[src/rtl/spi_byte_master.sv]
// spi_byte_master
//   SPI mode-0 (CPOL=0, CPHA=0) master. Sends one byte per chip-select frame,
//   MSB first, with programmable CS setup, CS hold and inter-frame gap.
//
// Ports
//   clk       system clock, rising edge
//   rst_n     asynchronous active-low reset
//   tx_data   byte to send
//   tx_valid  send request, sampled only while tx_ready is high
//   tx_ready  high only while idle
//   busy      high from acceptance until tx_ready reasserts
//   done      one-cycle pulse coincident with CS rising at end of frame
//   CS        active-low chip select, idles high
//   SCK       serial clock, idles low
//   MOSI      serial data, changes only on SCK falling edges or CS edges
//
// state | meaning
// ------+------------------------------------------------------------
// IDLE  | waiting for tx_valid; CS high, SCK low, MOSI low
// SETUP | CS low, MOSI holds bit 7, waiting SETUP_CYC cycles
// LOW   | SCK low phase of current bit, HALF_PERIOD cycles
// HIGH  | SCK high phase of current bit, HALF_PERIOD cycles
// HOLD  | after last SCK fall, CS still low for HOLD_CYC cycles
// GAP   | CS high, waiting GAP_CYC cycles before accepting again

module spi_byte_master #(
  parameter int unsigned HALF_PERIOD = 10,
  parameter int unsigned SETUP_CYC   = 2,
  parameter int unsigned HOLD_CYC    = 5,
  parameter int unsigned GAP_CYC     = 20
) (
  input  logic       clk,
  input  logic       rst_n,
  input  logic [7:0] tx_data,
  input  logic       tx_valid,
  output logic       tx_ready,
  output logic       busy,
  output logic       done,
  output logic       CS,
  output logic       SCK,
  output logic       MOSI
);

  typedef enum logic [2:0] {IDLE, SETUP, LOW, HIGH, HOLD, GAP} state_t;

  // Phase counter is loaded with N-1 and the state advances when it hits 0,
  // so every phase lasts exactly N cycles (N >= 1).
  localparam logic [15:0] SETUP_LD = 16'(SETUP_CYC - 1);
  localparam logic [15:0] HALF_LD  = 16'(HALF_PERIOD - 1);
  localparam logic [15:0] HOLD_LD  = 16'(HOLD_CYC - 1);
  localparam logic [15:0] GAP_LD   = 16'(GAP_CYC - 1);

  state_t      state;
  logic [15:0] cnt;
  logic [2:0]  bit_idx;
  logic [7:0]  shreg;

  always_ff @(posedge clk or negedge rst_n) begin
    if (!rst_n) begin
      state    <= IDLE;
      cnt      <= '0;
      bit_idx  <= '0;
      shreg    <= '0;
      tx_ready <= 1'b1;
      busy     <= 1'b0;
      done     <= 1'b0;
      CS       <= 1'b1;
      SCK      <= 1'b0;
      MOSI     <= 1'b0;
    end else begin
      done <= 1'b0;
      case (state)
        IDLE: begin
          if (tx_valid) begin
            shreg    <= tx_data;
            CS       <= 1'b0;
            MOSI     <= tx_data[7];
            bit_idx  <= 3'd7;
            cnt      <= SETUP_LD;
            tx_ready <= 1'b0;
            busy     <= 1'b1;
            state    <= SETUP;
          end
        end
        SETUP: begin
          if (cnt == '0) begin
            cnt   <= HALF_LD;
            state <= LOW;
          end else begin
            cnt <= cnt - 16'd1;
          end
        end
        LOW: begin
          if (cnt == '0) begin
            SCK   <= 1'b1;
            cnt   <= HALF_LD;
            state <= HIGH;
          end else begin
            cnt <= cnt - 16'd1;
          end
        end
        HIGH: begin
          if (cnt == '0) begin
            SCK <= 1'b0;
            if (bit_idx != 3'd0) begin
              // next bit goes out on the same edge SCK falls
              MOSI    <= shreg[bit_idx - 3'd1];
              bit_idx <= bit_idx - 3'd1;
              cnt     <= HALF_LD;
              state   <= LOW;
            end else begin
              cnt   <= HOLD_LD;
              state <= HOLD;
            end
          end else begin
            cnt <= cnt - 16'd1;
          end
        end
        HOLD: begin
          if (cnt == '0) begin
            CS    <= 1'b1;
            MOSI  <= 1'b0;
            done  <= 1'b1;
            cnt   <= GAP_LD;
            state <= GAP;
          end else begin
            cnt <= cnt - 16'd1;
          end
        end
        GAP: begin
          if (cnt == '0) begin
            tx_ready <= 1'b1;
            busy     <= 1'b0;
            state    <= IDLE;
          end else begin
            cnt <= cnt - 16'd1;
          end
        end
        default: state <= IDLE;
      endcase
    end
  end

endmodule

[config.mk]
export PLATFORM = sky130hd
export DESIGN_NAME = spi_byte_master
export DESIGN_NICKNAME = d
export VERILOG_FILES = /design/src/rtl/spi_byte_master.sv
export SDC_FILE = /design/constraint.sdc
export NUM_CORES = 1
export LEC_CHECK = 0
export ABC_CLOCK_PERIOD_IN_PS = 6400
export BUFFER_PORTS_ARGS = -buffer_cell sky130_fd_sc_hd__buf_2
export CORE_MARGIN = 3
export CORE_UTILIZATION = 45
export DETAILED_ROUTE_END_ITERATION = 7
export MAX_ROUTING_LAYER = met4
export PLACE_DENSITY = 0.67
export SYNTH_ARGS = -nofsm -noshare
export SYNTH_HDL_FRONTEND = slang
export SYNTH_SLANG_ARGS = --single-unit
[constraint.sdc]
create_clock -name clk -period 6.4 [get_ports clk]
set_input_delay 0.32 -clock clk [delete_from_list [all_inputs] [get_ports clk]]
set_output_delay 0.32 -clock clk [all_outputs]
set_load 0.005 [all_outputs]
==> results.md <==
- Detail Route met2 WL: 2.41 mm
- Static leakage: 0.984 nW
- Die ar.: 5790 sq um
- Top Layer Used: met4
- DP HPWL: 3.54 mm
- Worst Max-Slew Pin Slew: 911 ps
- Distinct cell type count after synthesis: 56
- Final Instance Count excl. Fillers: roughly 320
- Worst r2r dst: cnt[11]
- Wl on met1: 2.39 mm
- Util after Layout: 0.532
- Core area: 4530 sq um
- DP Cell Count: 308
- Largest net degree at the start of global routing: 37
- Die W: roughly 76 um
- Tcrit/Tclk final: 0.421
- Worst hold path class: input pin to asynchronous set/reset pin
- Global placer's final weighted congestion: 0.882
- Total power: approximately 0.93 mW
- Root Buffer: clkbuf_8
- Antenna diode instance count: 0
- Cell row count: 24
- Arr. time, crit path: 2840 ps
- Async SR Flop Fraction: 1.00
- 1st-iter DRT viols: 160
- Crit Path Class: register to register
- Number of synthesized register bits: 36
- Setup TNS: 0 ps
- Peak supply drop: 0.176 mV
- Critical path endpoint: cnt[11]
- Worst Reg2Reg Path Length in Cells: 5
- Worst Skew: 9.78 ps
- Synth Flop Type: dfrtp_1
- Total number of vias: roughly 1900
- Critical path peak fanout: 13
- Worst setup margin: 3700 ps
- Syn. warnings: 0
- Antenna violations before repair: 0
- CTS resizes: 0
- # IOs: 17
- Synth top area share: 0.385
- Die Y: 76.1 um
- Worst path required time: 6540 ps
- Area contributors post-synth: dfrtp_1 38%, mux2_2 4.6%, nor2_1 3.6%, a21oi_1 3.4%, nand2_1 3.1%
- Post-Syn Area: 2210 sq um
- Final Net Count: roughly 270
- DRC Markers: 0
- CP Launch Type: register
- Largest area contributor in the netlist: dfrtp_1
- CTS sink cnt: 36
- # setup viols final: 0
- Wire length per cell: approximately 16 um
- Max transition margin: 0.392
- Total gr overflow: 0
- Synth Net Count: ~260
- Routed wire length: between 5 and 6 mm
- Port-buffer cells: 16
- Max Buffers Root-to-Sink: 2
- First-pass iteration count of the detailed router: 4
- Critical Path Start: cnt[10]
- Post-synthesis sequential area ratio: 0.409
- Clock latency on the worst-skew pair: 290 ps
- EDFF count, synth: 0
- Pwr Density: approximately 380 nW/um^2
- Syn Inst Count: 242
- Ratio of cells with drive above 1 in the final layout: 0.175
- Syn Area/Cell: 9.14 sq um
- Met3 wire len: 265 um
- Cell with the most instances after synthesis: dfrtp_1
- Clock-pin slew on the worst setup and hold paths: ~80 ps
- Tmin final: 2700 ps
- Initial Utilization: 0.488
- Max frequency: 0.371 GHz
- Number of global-route vias before repair: 1829
- List of most frequent post-synthesis cells: 34 x dfrtp_1, 21 x nor2_1, 18 x nand2_1
- Max_cap viols: 0
- Flop2flop setup slack: 3700 ps
- Cts bufs inserted: 5
- H-tree depth: 2
- CTS Hold Bufs: 0
- First-pass GRT wire length: ~9 mm
- Status: finished clean
- Fin. Hold Viols: 0
- Antenna-violating nets left: 0
- Max Slew Vio Count: 0
- Pre-CTS setup slack: roughly 3800 ps
- Worst Setup End Kind: register
- Area added between synthesis and finish: 9.17%
- Postcts setup bufs: 0
- Via-to-Cell Ratio: 5.98
- RSZ-0062 raised after global routing: no
- CTS tree: built
- R2R Path Start: cnt[10]
- Total GRT Usage: 0.194
## layout make-up
class,count,area [sq um]
fillers,429,2120
multi-input cells,183,1210
flip-flops and latches,36,903
repair buffers,17,87.6
well taps,65,81.3
clock buffers,6,72.6
clock inverters,2,35.0
inverters,7,26.3
## cells by family after synthesis
| family | Yosys count | synth area share |
|---|---|---|
| buffers and inverters | 23 | 0.0453 |
| muxes | 12 | 0.0707 |
| DFF | 36 | 0.409 |
| adders and majority gates | 4 | 0.0226 |
| xor gates and xnor gates | 7 | 0.0277 |
| AOI/OAI and AO/OA | 68 | 0.201 |
| and+or+nand+nor | 92 | 0.224 |
## flip-flops by register name, indices dropped and copies added, names as in the netlist
| signal | cells |
|---|---|
| cnt | 16 |
| shreg | 8 |
| bit_idx | 3 |
| state | 3 |
| CS | 1 |
| MOSI | 1 |
| SCK | 1 |
| busy | 1 |
| done | 1 |
| tx_ready | 1 |
## critical path: stages, from the launching register on
cell and delay (ps):
dfrtp_1 440, nor4_1 540, nand4_1 530, o21ai_1 770, or4_1 210, a21oi_1 60
## cell usage in the layout, fill, tap and decap left out, types with 2 or more instances in the layout
cell       n
a211oi_1   2
a21o_1     2
a21oi_1   15
a22oi_1    2
a31oi_1    8
and4_1     2
buf_2     16
clkbuf_8   5
dfrtp_1   34
dfstp_2    2
ha_1       4
inv_1      7
mux2_2     9
mux4_2     2
nand2_1   18
nand3_1    4
nand4_1    4
nor2_1    21
nor2b_1    3
nor3_1    10
nor3b_1    2
nor4_1     8
o211ai_1   4
o21a_1     2
o21ai_0   13
o22a_1     2
o22ai_1    2
o31ai_1    4
o41ai_1    2
or2_2      3
or3_1      4
or4_1      5
xnor2_1    3
xor2_1     4
## per-stage QoR
step,area (sq um),hold WS [ps]
3_3_place_gp,2310,460
6_report,2410,109
5_1_grt,2410,170
3_5_place_dp,2310,462
4_1_cts,2410,145
2_1_floorplan,2210,24.4
## layer usage
metal | up-vias | global-route usage
met1 | 901 | 0.257
met5 | - | -
met2 | 64 | 0.308
li1 | 919 | -
met4 | 0 | 0.0489
met3 | 6 | 0.0402
## worst min-delay path by stage
stage                from       end  slack [ps]  cells past startpoint
floorplan           rst_n      MOSI          20                      0
global placement    rst_n    cnt[8]         460                      1
detailed placement  rst_n    cnt[8]         460                      1
CTS                 rst_n    cnt[4]         150                      1
global route        rst_n    cnt[4]         170                      1
finish              rst_n  state[2]         110                      1
## where the power goes
| group | leakage (nW) | internal [mW] | total (mW) | switching, mW |
|---|---|---|---|---|
| clock network | 0.0552 | 0.116 | 0.198 | 0.0825 |
| registers | 0.431 | 0.311 | 0.419 | 0.108 |
| logic | 0.498 | 0.166 | 0.311 | 0.145 |
| total | 0.984 | 0.593 | 0.928 | 0.336 |
(Power assumes the default switching activity.)
